==> src/rtl/mwave_pkg.sv <==
// =============================================================================
// mwave_pkg: shared state encoding, quick-start constant and power clamp helper
// Rev 1.0
// =============================================================================
`default_nettype none

package mwave_pkg;

   typedef enum logic [1:0] {
      ST_IDLE  = 2'd0,
      ST_COOK  = 2'd1,
      ST_PAUSE = 2'd2,
      ST_DONE  = 2'd3
   } mwave_state_e;

   localparam logic [1:0] S_IDLE  = 2'd0;
   localparam logic [1:0] S_COOK  = 2'd1;
   localparam logic [1:0] S_PAUSE = 2'd2;
   localparam logic [1:0] S_DONE  = 2'd3;

   localparam int QUICK_ADD_S = 30;

   function automatic int unsigned pwr_clamp(input int unsigned p, input int unsigned max_p);
      return (p > max_p) ? max_p : p;
   endfunction

endpackage

`default_nettype wire

==> src/rtl/mwave_tick_gen.sv <==
// =============================================================================
// mwave_tick_gen: one-second prescaler, one-cycle tick on the last count
// Rev 1.0
// =============================================================================
`default_nettype none

module mwave_tick_gen #(
   parameter int TICK_DIV = 1000
) (
   input  logic clk,
   input  logic resetn,
   input  logic en,
   input  logic clr,
   output logic tick
);

   localparam int CNT_W = (TICK_DIV > 1) ? $clog2(TICK_DIV) : 1;
   localparam logic [CNT_W-1:0] CNT_MAX = CNT_W'(TICK_DIV - 1);

   logic [CNT_W-1:0] cnt_q;
   logic [CNT_W-1:0] cnt_d;

   assign tick = en && (cnt_q == CNT_MAX);

   always_comb begin
      cnt_d = cnt_q;
      if (clr) begin
         cnt_d = '0;
      end else if (en) begin
         cnt_d = tick ? '0 : cnt_q + CNT_W'(1);
      end
   end

   always_ff @(posedge clk or negedge resetn) begin
      if (!resetn) begin
         cnt_q <= '0;
      end else begin
         cnt_q <= cnt_d;
      end
   end

endmodule

`default_nettype wire

==> src/rtl/microwave_ctrl.sv <==
// =============================================================================
// microwave_ctrl: cook-time countdown, power duty cycle, pause/resume FSM.
// Optional build macro: MWAVE_QUICKSTART_EN (30 s quick start / +30 s add). Rev 1.0
// =============================================================================
`default_nettype none

module microwave_ctrl
   import mwave_pkg::*;
#(
   parameter int TIME_W     = 12,
   parameter int TICK_DIV   = 1000,
   parameter int PWR_LEVELS = 10
) (
   input  logic                              clk,
   input  logic                              resetn,
   input  logic                              door_closed,
   input  logic                              startn,
   input  logic                              stopn,
   input  logic                              clearn,
   input  logic                              load_time,
   input  logic [TIME_W-1:0]                 time_in,
   input  logic [$clog2(PWR_LEVELS+1)-1:0]   power_in,
   output logic                              magnetron_on,
   output logic [TIME_W-1:0]                 time_left,
   output logic [1:0]                        state,
   output logic                              done
);

   localparam int PW_W = $clog2(PWR_LEVELS + 1);
   localparam int PH_W = (PWR_LEVELS > 1) ? $clog2(PWR_LEVELS) : 1;

   logic [1:0]        state_q,     state_d;
   logic [TIME_W-1:0] time_left_q, time_left_d;
   logic [PW_W-1:0]   power_q,     power_d;
   logic [PH_W-1:0]   pwr_phase_q, pwr_phase_d;
   logic              door_prev_q, door_prev_d;

   logic            tick;
   logic            tick_clr;
   logic            ev_clear;
   logic            ev_stop;
   logic            ev_start;
   logic            door_fall;
   logic [PW_W-1:0] power_in_clamped;

   assign ev_clear  = ~clearn;
   assign ev_stop   = ~stopn | ~door_closed;
   assign ev_start  = ~startn;
   assign door_fall = door_prev_q & ~door_closed;

   assign power_in_clamped = PW_W'(pwr_clamp(32'(power_in), PWR_LEVELS));

`ifdef MWAVE_QUICKSTART_EN
   localparam logic [TIME_W-1:0] QUICK_T = (TIME_W >= 5) ? TIME_W'(QUICK_ADD_S) : '1;

   logic start_prev_q, start_prev_d;
   logic start_edge;

   // The +30 s add fires once per press, not once per held cycle.
   assign start_prev_d = ev_start;
   assign start_edge   = ev_start & ~start_prev_q;

   always_ff @(posedge clk or negedge resetn) begin
      if (!resetn) begin
         start_prev_q <= 1'b0;
      end else begin
         start_prev_q <= start_prev_d;
      end
   end

   function automatic logic [TIME_W-1:0] sat_add_quick(input logic [TIME_W-1:0] t);
      logic [TIME_W:0] sum;
      sum = {1'b0, t} + {1'b0, QUICK_T};
      return sum[TIME_W] ? '1 : sum[TIME_W-1:0];
   endfunction
`endif

   mwave_tick_gen #(
      .TICK_DIV (TICK_DIV)
   ) u_tick_gen (
      .clk    (clk),
      .resetn (resetn),
      .en     (state_q == S_COOK),
      .clr    (tick_clr),
      .tick   (tick)
   );

   always_comb begin
      state_d     = state_q;
      time_left_d = time_left_q;
      power_d     = power_q;
      pwr_phase_d = pwr_phase_q;
      door_prev_d = door_closed;
      tick_clr    = 1'b0;

      case (state_q)
         S_IDLE: begin
            if (ev_clear) begin
               time_left_d = '0;
               power_d     = '0;
            end else begin
               if (load_time) begin
                  time_left_d = time_in;
                  power_d     = power_in_clamped;
               end
               // A stop event includes an open door, so !ev_stop implies door closed.
               if (ev_start && !ev_stop) begin
                  if (time_left_d != '0) begin
                     state_d     = S_COOK;
                     tick_clr    = 1'b1;
                     pwr_phase_d = '0;
                  end
`ifdef MWAVE_QUICKSTART_EN
                  else begin
                     time_left_d = QUICK_T;
                     power_d     = PW_W'(PWR_LEVELS);
                     state_d     = S_COOK;
                     tick_clr    = 1'b1;
                     pwr_phase_d = '0;
                  end
`endif
               end
            end
         end

         S_COOK: begin
            if (ev_clear) begin
               state_d     = S_IDLE;
               time_left_d = '0;
            end else begin
               if (tick) begin
                  if (time_left_q != '0) begin
                     time_left_d = time_left_q - TIME_W'(1);
                  end
                  pwr_phase_d = (pwr_phase_q == PH_W'(PWR_LEVELS - 1)) ? '0
                                                                      : pwr_phase_q + PH_W'(1);
               end
`ifdef MWAVE_QUICKSTART_EN
               if (start_edge && !ev_stop) begin
                  time_left_d = sat_add_quick(time_left_d);
               end
`endif
               // Expiry beats a coincident stop.
               if (tick && (time_left_d == '0)) begin
                  state_d = S_DONE;
               end else if (ev_stop) begin
                  state_d = S_PAUSE;
               end
            end
         end

         S_PAUSE: begin
            if (ev_clear) begin
               state_d     = S_IDLE;
               time_left_d = '0;
            end else if (ev_start && !ev_stop) begin
               state_d = S_COOK;
            end
         end

         S_DONE: begin
            if (ev_clear || door_fall) begin
               state_d = S_IDLE;
            end
         end

         default: begin
            state_d = S_IDLE;
         end
      endcase
   end

   always_ff @(posedge clk or negedge resetn) begin
      if (!resetn) begin
         state_q     <= S_IDLE;
         time_left_q <= '0;
         power_q     <= '0;
         pwr_phase_q <= '0;
         door_prev_q <= 1'b0;
      end else begin
         state_q     <= state_d;
         time_left_q <= time_left_d;
         power_q     <= power_d;
         pwr_phase_q <= pwr_phase_d;
         door_prev_q <= door_prev_d;
      end
   end

   assign magnetron_on = (state_q == S_COOK) && door_closed &&
                         (32'(pwr_phase_q) < 32'(power_q));
   assign time_left    = time_left_q;
   assign state        = state_q;
   assign done         = (state_q == S_DONE);

endmodule

`default_nettype wire

==> config.mk <==
export PLATFORM = sky130hd
export DESIGN_NAME = microwave_ctrl
export DESIGN_NICKNAME = d
export VERILOG_FILES = /design/src/rtl/mwave_pkg.sv /design/src/rtl/mwave_tick_gen.sv /design/src/rtl/microwave_ctrl.sv
export SDC_FILE = /design/constraint.sdc
export NUM_CORES = 1
export LEC_CHECK = 0
export ABC_AREA = 1
export CAP_MARGIN = 20
export CORE_ASPECT_RATIO = 1.75
export CORE_UTILIZATION = 55
export DETAILED_ROUTE_END_ITERATION = 6
export PLACE_DENSITY = 0.81
export SYNTH_ARGS = -nofsm -noshare
export SYNTH_HDL_FRONTEND = slang
export SYNTH_SLANG_ARGS = --single-unit
export TNS_END_PERCENT = 5
==> constraint.sdc <==
create_clock -name clk -period 3.7 [get_ports clk]
set_input_delay 0.74 -clock clk [delete_from_list [all_inputs] [get_ports clk]]
set_output_delay 0.74 -clock clk [all_outputs]
set_load 0.02 [all_outputs]
==> flow_metrics.py, run 1 <==
metrics = {
    "drt": {
        "dr_total_vias": 2740,
        "vias_per_cell": 5.66,
        "first_iter_violations": 83,
        "ant_nets": 0,
        "first_pass_iters": 4,
        "route.detailed.drc": 0,
        "wl_um": 6870,
        "wl_per_cell_um": 14.2,
    },
    "run": {
        "cap_violations": 0,
    },
    "cells_and_area": {
        "register_area_um2": 826,
        "final_nets": 467,
        "antennaDiodeCount": 0,
        "drive_gt1_frac": 0.0949,
        "multi_input_area_um2": 1570,
        "synthToLayoutAreaGrowth_pct": 19.4,
        "fillerInstances": 430,
    },
    "critical_path": {
        "timing.critical_path.to": "magnetron_on",
        "critPathMaxFanout": 14,
        "start_kind": "flip-flop",
        "crit_type": "flip-flop to primary output",
        "crit_start": "state[1]$_DFFE_PN0P_",
        "worst_ep_arrival_time_ns": 2.18,
        "r2r-start": "state[1]$_DFFE_PN0P_",
        "r2r-end": "state[0]$_DFFE_PN0P_",
        "end_kind": "primary output",
        "rrSetupSlack_ns": 1.11,
        "reg2reg_depth": 18,
        "required_ns": 2.96,
    },
    "logic_synthesis": {
        "synthXorXnorAreaFrac": 0.0265,
        "synthesis.nets": 428,
        "synth_cell_type_count": 39,
        "seq_area_frac_synth": 0.313,
        "synth_area_um2": 2640,
        "synthFlopType": "dfrtp_1",
        "yosys_warnings": 0,
        "synth-adder-area-share": 0.0569,
        "synth-compound-area-share": 0.136,
        "syn_area_per_cell_um2": 6.72,
        "synth.area.mux_share": 0,
        "synth-edff-count": 0,
        "synth_top_family_by_area": "simple AND/OR/NAND/NOR gates",
        "ys_ff_latch": 33,
        "async_flop_share": 1.00,
        "synthSimpleGateAreaFrac": 0.373,
        "netlist_instances": 393,
    },
    "floorplan": {
        "ios": 39,
        "rows": 33,
        "dieArea_um2": 5090,
        "die_h_um": 93.7,
        "initial_core_util": 0.566,
        "core_area_um2": 4670,
        "die_x_um": 54.4,
    },
    "timing": {
        "clock_skew_ns": 0.00924,
        "report.final.setup_viol": 0,
        "hold_viol_final": 0,
        "period_minus_slack_ns": 2.92,
        "drv_slew": 0,
        "fin_tns_setup_ns": 0,
        "worst_slew_pin_slew_ns": 0.851,
        "hold_ws_ns": 0.523,
        "relSlewSlack": 0.431,
        "fmax_ghz": 0.342,
        "rsz0062_at_grt": "no",
        "fin_crit_sh": 0.790,
    },
    "clocking": {
        "max-clock-path-buffers": 2,
        "cts_sinks": 33,
        "clk_latency_ns": 0.28,
        "path_clk_slew_ns": 0.06,
        "post_cts_buffers": 0,
        "htreeDepth": 2,
        "cts_tree": "done",
        "cts_hold_buffers": 0,
        "root_buffer": "clkbuf_8",
        "cts_buffers": 5,
        "cts_resized": 0,
    },
    "grt": {
        "grt_pass1_vias": 2653,
        "grt_max_degree": 34,
        "grt_overflow_total": 0,
        "antenna_found_initial": 0,
        "track_usage": 0.303,
        "grt_pass1_wl_um": 11400,
    },
    "place": {
        "post-dp-hpwl_um": 5180,
        "routabilityCongestion": 0.963,
        "port_buffers": 38,
    },
    "power": {
        "power_density_nw_per_um2": 746,
        "ir_drop_v": 0.000567,
        "p_total_mw": 2.35,
        "leakage_nw": 1.52,
    },
    "worst_hold_path": {
        "holdCritPathClass": "flip-flop to flip-flop",
    },
    "run_status": {
        "status": "completed",
    },
}
[cell families after synthesis]
logic type / count (synthesis)
DFF: 33
xor gates and xnor gates: 8
AOI/OAI and AO/OA: 57
buffers and inverters: 63
and+or+nand+nor: 220
adders and majority gates: 12
[report_power, final]
part | total, mW | internal [mW] | switching (mW)
logic | 1.38 | 0.538 | 0.846
registers | 0.689 | 0.510 | 0.178
clock network | 0.280 | 0.148 | 0.132
total | 2.35 | 1.20 | 1.16
[worst max-delay path, cell delays in order, from the launching register on]
cell,delay [ns]
dfrtp_1,0.43
inv_1,0.14
ha_1,0.17
buf_4,0.21
inv_1,0.13
nor3_1,0.21
clkdlybuf4s50_1,0.63
[metal layers]
metal / vias up / routed length, µm / GRT usage
met2: 108 / 3500 / 0.515
met3: 38 / 309 / 0.0615
met4: 0 / 395 / 0.190
li1: 1359 / - / -
met1: 1235 / 2660 / 0.321
met5: - / 0 / 0
[synth_stat cells, types with 2 or more instances]
master | instances | share of area
a21oi_2 | 2 | 0.0066
or2_1 | 2 | 0.0047
a21oi_1 | 7 | 0.013
dfrtp_1 | 33 | 0.31
clkbuf_1 | 7 | 0.010
o22ai_1 | 4 | 0.0095
inv_2 | 6 | 0.0085
a31oi_1 | 12 | 0.028
nor2_1 | 55 | 0.078
nand2_1 | 101 | 0.14
nand3_2 | 3 | 0.011
nor2_2 | 5 | 0.012
o21ai_0 | 14 | 0.027
xor2_1 | 7 | 0.023
nor3_1 | 6 | 0.011
nand4_1 | 7 | 0.017
inv_1 | 47 | 0.067
o21ai_2 | 6 | 0.020
o21ai_1 | 5 | 0.0095
o211ai_1 | 2 | 0.0057
ha_1 | 12 | 0.057
nand3_1 | 31 | 0.059
nand2_2 | 3 | 0.0071
[through the flow]
step                      setup WS, ns  std cells  instance area [µm²]   util
after floorplan                   1.44        393                 2640      -
after global placement           0.794        477                 3070  0.657
after detailed placement         0.733        477                 3070  0.657
after CTS                        0.750        484                 3150  0.676
after global routing             0.675        484                 3150  0.676
final                            0.778        484                 3150  0.676
[sequential cells by signal, indices dropped and copies added (netlist names)]
signal / flops
time_left: 12
pwr_phase_q: 4
door_prev_q: 1
state: 2
u_tick_gen.cnt_q: 10
power_q: 4
[area by class of cell]
type	instances	area share
timing repair buffer	42	0.130
tap	52	0.0206
sequential	33	0.262
clock buffer	7	0.0274
inverter	53	0.0631
multi-input combinational	297	0.497
[how the worst min path moves through the flow]
stage                                    startpoint  cells after the start                               to  slack, ns
detailed placement  u_tick_gen.cnt_q[1]$_DFFE_PN0P_                      2  u_tick_gen.cnt_q[1]$_DFFE_PN0P_       0.51
global route        u_tick_gen.cnt_q[1]$_DFFE_PN0P_                      2  u_tick_gen.cnt_q[1]$_DFFE_PN0P_       0.55
floorplan                                    resetn                      0            door_prev_q$_DFF_PN0_       0.44
finish              u_tick_gen.cnt_q[1]$_DFFE_PN0P_                      2  u_tick_gen.cnt_q[1]$_DFFE_PN0P_       0.52
CTS                 u_tick_gen.cnt_q[1]$_DFFE_PN0P_                      2  u_tick_gen.cnt_q[1]$_DFFE_PN0P_       0.53
global placement    u_tick_gen.cnt_q[1]$_DFFE_PN0P_                      2  u_tick_gen.cnt_q[1]$_DFFE_PN0P_       0.52
[layout by cell type, fill, tap and decap left out, types with 2 or more instances in the layout]
master             n
o21ai_1            5
nor2_2             5
o21ai_2            6
nand3_2            3
a31oi_1           12
nor3_1             6
nand2_2            3
inv_2              6
nand3_1           31
ha_1              12
inv_1             47
clkbuf_8           6
xor2_1             7
nand4_1            7
o21ai_0           14
nand2_1          101
or2_1              2
buf_4              4
dfrtp_1           33
clkdlybuf4s50_1   38
a21oi_1            7
o22ai_1            4
nor2_1            55
o211ai_1           2
a21oi_2            2
Power figures use the tool's default switching activity.
==> inputs of run 2 (changes only) <==
- CORE_UTILIZATION: 55 -> 50
- PLACE_DENSITY: 0.81 -> 0.77
- clock period: 3.7 -> 2.6 ns (I/O delays scaled with it)
==> run 2 against run 1 <==
Compared with the run above: the run now ends with design-rule violations left; worst hold slack improved by 0.0081 ns; worst setup slack worse by 0.54 ns; clock skew up 0.0012 ns; die area rose by 9.7%; critical endpoint unchanged.
==> flow_metrics.py, run 2 (synthesized netlist as in run 1, its figures left out) <==
metrics = {
    "timing": {
        "relSlewSlack": 0.703,
        "rsz0062_at_grt": "no",
        "clock_skew_ns": 0.0104,
        "drv_slew": 0,
        "hold_viol_final": 0,
        "period_minus_slack_ns": 2.36,
        "fin_tns_setup_ns": 0,
        "report.final.setup_viol": 0,
        "fin_crit_sh": 0.909,
        "worst_slew_pin_slew_ns": 0.445,
        "fmax_ghz": 0.423,
    },
    "power": {
        "pwr-share-clk": 0.118,
        "leakage_nw": 1.58,
        "p_sw_mw": 1.67,
        "pwr-share-comb": 0.603,
        "p_sw_frac": 0.487,
        "internal-power_mw": 1.76,
        "p_total_mw": 3.43,
        "power_density_nw_per_um2": 1060,
        "seqPwrFrac": 0.279,
        "ir_drop_v": 0.000617,
    },
    "grt": {
        "grt_overflow_total": 0,
        "grt_use_met1": 0.296,
        "grtUsageMet2": 0.470,
        "grt_pass1_vias": 2675,
        "antenna_found_initial": 0,
        "grt_max_degree": 34,
        "grt_busiest_layer": "met2",
        "track_usage": 0.267,
        "use_met3": 0.0358,
        "grt_pass1_wl_um": 11800,
    },
    "run_status": {
        "status": "finished, violations left",
        "violations": "design-rule violations",
    },
    "critical_path": {
        "crit_path_cell_trace": "ha_1 -> a21boi_0 -> o211ai_1 -> nand2_1 -> nor3_1 -> dlygate4sd2_1",
        "end_kind": "primary output",
        "cp_num_buf_inv": 1,
        "start_kind": "flip-flop",
        "crit_type": "flip-flop to primary output",
        "critPathMaxStageDelay_ns": 0.41,
        "crit_family": "flip-flops",
        "worst_ep_arrival_time_ns": 1.84,
        "critPathMaxFanout": 4,
        "required_ns": 2.08,
        "slowest_stage": "dfrtp_1",
    },
    "worst_hold_path": {
        "holdCritPathClass": "flip-flop to flip-flop",
    },
    "floorplan": {
        "die_h_um": 98.1,
        "die_x_um": 56.9,
        "initial_core_util": 0.526,
        "dieArea_um2": 5590,
        "rows": 34,
        "ios": 39,
        "core_area_um2": 5020,
    },
    "run": {
        "cap_violations": 0,
    },
    "cells_and_area": {
        "final_nets": 478,
        "layout_commonest_cell": "nand2_1",
        "antennaDiodeCount": 0,
        "fillerInstances": 459,
        "drive_gt1_frac": 0.117,
        "largest_reg_flops": 12,
        "synthToLayoutAreaGrowth_pct": 22.6,
        "layout_common_cells": "101 x nand2_1, 55 x nor2_1, 47 x inv_1",
    },
    "drt": {
        "first_pass_iters": 7,
        "ant_nets": 0,
        "wl_per_cell_um": 13.8,
        "first_iter_violations": 166,
        "dr_total_vias": 2756,
        "wl_um": 6880,
        "vias_per_cell": 5.55,
        "route.detailed.drc": 8,
    },
    "place": {
        "routabilityCongestion": 0.907,
        "post-dp-hpwl_um": 5190,
        "port_buffers": 38,
    },
    "clocking": {
        "cts_hold_buffers": 0,
        "cts_buffers": 5,
        "clk_latency_ns": 0.29,
        "path_clk_slew_ns": 0.06,
        "htreeDepth": 2,
        "cts_sinks": 33,
        "max-clock-path-buffers": 2,
        "cts_tree": "done",
        "root_buffer": "clkbuf_8",
    },
}
==> run 2: area by class of cell <==
class	instances	area, µm²	share of cell area
Inverter	53	199	0.0615
Multi-Input combinational cell	297	1570	0.484
Tap cell	54	67.6	0.0209
Clock buffer	7	86.3	0.0267
Sequential cell	33	826	0.255
Timing Repair Buffer	53	492	0.152
==> run 2: tightest hold or removal path: stages (launching register included) <==
cell and delay [ns]:
dfrtp_1 0.39, nand2_1 0.07, nand2_1 0.05
==> run 2: power by group through the flow <==
stage	combinational [mW]	sequential [mW]	clock [mW]
after floorplan	1.30	1.04	0
after global placement	2.00	0.958	0
after detailed placement	2.04	0.963	0
after CTS	2.06	0.954	0.406
after global routing	2.31	0.995	0.426
final	2.07	0.956	0.404
==> run 2: final timing paths <==
| path | startpoint | to | slack (ns) | cells after the start |
|---|---|---|---|---|
| setup / recovery | pwr_phase_q[1]$_DFFE_PN0P_ | magnetron_on | 0.24 | 6 |
| hold / removal | u_tick_gen.cnt_q[2]$_DFFE_PN0P_ | u_tick_gen.cnt_q[2]$_DFFE_PN0P_ | 0.53 | 2 |
| setup reg to reg | state[1]$_DFFE_PN0P_ | state[0]$_DFFE_PN0P_ | 0.30 | 17 |
| hold reg to reg | u_tick_gen.cnt_q[2]$_DFFE_PN0P_ | u_tick_gen.cnt_q[2]$_DFFE_PN0P_ | 0.53 | 2 |
| max in group asynchronous | resetn | pwr_phase_q[0]$_DFFE_PN0P_ | 1.63 | 2 |
| min in group asynchronous | resetn | time_left[5]$_DFFE_PN0P_ | 0.63 | 2 |
==> run 2: per-layer routing <==
layer | wire [µm] | part of all wire
met5 | 0 | 0
met4 | 333 | 0.048
met3 | 265 | 0.039
met2 | 3550 | 0.52
met1 | 2730 | 0.40
==> run 2: per-stage QoR <==
step | hold slack [ns] | area [µm²] | util | setup slack [ns] | instances
after floorplan | 0.224 | 2640 | - | 0.433 | 393
after global placement | 0.493 | 3150 | 0.628 | 0.0751 | 490
after detailed placement | 0.505 | 3150 | 0.628 | 0.0103 | 490
after CTS | 0.529 | 3240 | 0.645 | 0.238 | 497
after global routing | 0.551 | 3240 | 0.645 | 0.0512 | 497
final | 0.531 | 3240 | 0.645 | 0.237 | 497
==> run 2: timing repair <==
action,4_1_cts,5_1_grt
hold endpoints to repair,0,0
endpoints found under the setup margin,1,0
gates resized for setup,1,0
buffers inserted,0,0
==> inputs of run 3 (changes only) <==
==> constraint.sdc (replaced) <==
create_clock -name clk -period 2.6 [get_ports clk]
set_input_delay 0.26 -clock clk [delete_from_list [all_inputs] [get_ports clk]]
set_output_delay 0.26 -clock clk [all_outputs]
set_load 0.02 [all_outputs]
==> run 3 against run 2 <==
Compared with the run above: the flow still finishes with violations (design-rule violations); first-iteration DRC count up 17%; non-clock buffer count decreased by 3; die area unchanged; power is 0.58% lower; global-route usage is 0.71 points higher; sequential cell count unchanged; largest power group unchanged.
==> flow_metrics.py, run 3 (synthesized netlist as in run 1, its figures left out) <==
metrics = {
    "run_status": {
        "status": "finished, violations left",
        "violations": "design-rule violations",
    },
    "critical_path": {
        "rrSetupSlack_ns": 0.23,
        "reg2reg_depth": 17,
        "start_kind": "flip-flop",
        "r2r-start": "state[1]$_DFFE_PN0P_",
        "cpMostUsedCell": "nand2_1",
        "slowest_stage": "dfrtp_1",
        "required_ns": 2.78,
        "crit_type": "flip-flop to flip-flop",
        "critPathMaxFanout": 12,
        "crit_start": "state[1]$_DFFE_PN0P_",
        "worst_ep_arrival_time_ns": 2.55,
        "timing.critical_path.to": "state[0]$_DFFE_PN0P_",
        "end_kind": "flip-flop",
        "crit_path_cell_trace": "inv_1 -> ha_1 -> nand2_2 -> inv_2 -> nand3_2 -> nor2_8 -> nand2_1 -> nand2_1 -> nand2_1 -> nor2_1 -> nand2_1 -> nor2_1 -> nand2_1 -> nand2_1 -> nand2_1 -> nand2_1 -> nand2_1",
        "critPathMaxStageDelay_ns": 0.43,
        "r2r-end": "state[0]$_DFFE_PN0P_",
    },
    "clocking": {
        "path_clk_slew_ns": 0.07,
        "root_buffer": "clkbuf_8",
        "clk_latency_ns": 0.29,
        "max-clock-path-buffers": 2,
        "cts_hold_buffers": 0,
        "htreeDepth": 2,
        "cts_tree": "done",
        "cts_sinks": 33,
        "cts_buffers": 5,
    },
    "floorplan": {
        "ios": 39,
        "rows": 34,
        "core_area_um2": 5020,
        "die_h_um": 98.1,
        "initial_core_util": 0.526,
        "die_x_um": 56.9,
        "dieArea_um2": 5590,
    },
    "power": {
        "pwr-share-clk": 0.116,
        "pwr-share-comb": 0.596,
        "p_sw_frac": 0.488,
        "ir_drop_v": 0.000646,
        "seqPwrFrac": 0.288,
        "p_sw_mw": 1.66,
        "leakage_nw": 1.58,
        "power_density_nw_per_um2": 1060,
        "internal-power_mw": 1.74,
    },
    "cells_and_area": {
        "antennaDiodeCount": 0,
        "fin_area_um2": 3220,
        "drive_gt1_frac": 0.111,
        "layout_commonest_cell": "nand2_1",
        "largest_reg_flops": 12,
        "layout_common_cells": "101 x nand2_1, 55 x nor2_1, 47 x inv_1",
        "synthToLayoutAreaGrowth_pct": 21.8,
        "final_nets": 475,
        "fillerInstances": 460,
    },
    "grt": {
        "grt_pass1_vias": 2676,
        "antenna_found_initial": 0,
        "grt_overflow_total": 0,
        "grt_max_degree": 34,
        "grt_pass1_wl_um": 12000,
        "track_usage": 0.274,
    },
    "timing": {
        "fin_crit_sh": 0.912,
        "relSlewSlack": 0.688,
        "rsz0062_at_grt": "yes",
        "fmax_ghz": 0.422,
        "fin_tns_setup_ns": 0,
        "drv_slew": 0,
        "period_minus_slack_ns": 2.37,
        "hold_viol_final": 0,
        "clock_skew_ns": 0.00438,
        "report.final.setup_viol": 0,
        "worst_slew_pin_slew_ns": 0.467,
    },
    "place": {
        "routabilityCongestion": 0.952,
        "place_area_um2": 3130,
        "port_buffers": 38,
        "post-dp-hpwl_um": 5490,
    },
    "drt": {
        "route.detailed.drc": 9,
        "vias_per_cell": 5.61,
        "first_pass_iters": 7,
        "ant_nets": 0,
        "wl_um": 7150,
        "wl_per_cell_um": 14.5,
        "dr_total_vias": 2769,
        "first_iter_violations": 194,
    },
    "worst_hold_path": {
        "holdCritPathClass": "input pin to asynchronous set/reset pin",
    },
    "run": {
        "cap_violations": 0,
    },
}
-- run 3: changes by cell type in the layout (fill, tap and decap cells not counted) --
| cell | delta |
|---|---|
| dlygate4sd2_1 | -1 |
| buf_4 | -3 |
| dlymetal6s2s_1 | +1 |
-- run 3: per-layer routing --
metal / vias up / part of all wire / wire (µm) / track usage
met4: 0 / 0.043 / 310 / 0.156
met1: 1285 / 0.39 / 2750 / 0.292
met3: 26 / 0.040 / 289 / 0.0252
li1: 1368 / - / - / -
met5: - / 0 / 0 / 0
met2: 90 / 0.53 / 3790 / 0.508
-- run 3: layout make-up --
class / instances / area [µm²] / area share
multi-input cells: 297 / 1570 / 0.487
flip-flops and latches: 33 / 826 / 0.257
well taps: 54 / 67.6 / 0.0210
clock buffers: 7 / 86.3 / 0.0268
inverters: 53 / 199 / 0.0618
repair buffers: 50 / 473 / 0.147
-- run 3: power by group through the flow --
stage | logic (mW) | registers (mW) | clock network, mW
after floorplan | 1.30 | 1.04 | 0
after global routing | 2.28 | 1.01 | 0.423
after detailed placement | 2.01 | 0.983 | 0
after global placement | 1.98 | 0.973 | 0
final | 2.03 | 0.980 | 0.395
after CTS | 2.02 | 0.973 | 0.405
-- run 3: worst max-delay path, delay by kind of cell, from the launching register on --
family                   cells  cell delay (ns)
AND/OR/NAND/NOR             14             1.43
buffers and inverters        2             0.19
flip-flops                   1             0.43
adder cells (fa/ha/maj)      1             0.20
-- run 3: repair_timing --
item                                    in CTS  in global routing
setup buffers                                0                  0
endpoints found under the setup margin       0                  2
gates resized for setup                      0                  1
-- run 3: metrics by stage --
step | hold slack, ns | worst slack, ns | cells | util | total power, mW
floorplan | -0.0356 | 0.433 | 393 | - | 2.33
global placement | 0.496 | 0.256 | 487 | 0.623 | 2.95
detailed placement | 0.507 | 0.193 | 487 | 0.623 | 2.99
CTS | 0.407 | 0.0586 | 494 | 0.640 | 3.40
global route | 0.432 | -0.00666 | 494 | 0.641 | 3.72
finish | 0.390 | 0.228 | 494 | 0.641 | 3.41
-- run 3: worst min path at each step --
stage	depth (start not counted)	end	startpoint
after CTS	2	time_left[6]$_DFFE_PN0P_	resetn
after floorplan	0	door_prev_q$_DFF_PN0_	resetn
after detailed placement	2	u_tick_gen.cnt_q[1]$_DFFE_PN0P_	u_tick_gen.cnt_q[1]$_DFFE_PN0P_
after global routing	2	time_left[6]$_DFFE_PN0P_	resetn
final	2	time_left[6]$_DFFE_PN0P_	resetn
after global placement	2	u_tick_gen.cnt_q[1]$_DFFE_PN0P_	u_tick_gen.cnt_q[1]$_DFFE_PN0P_
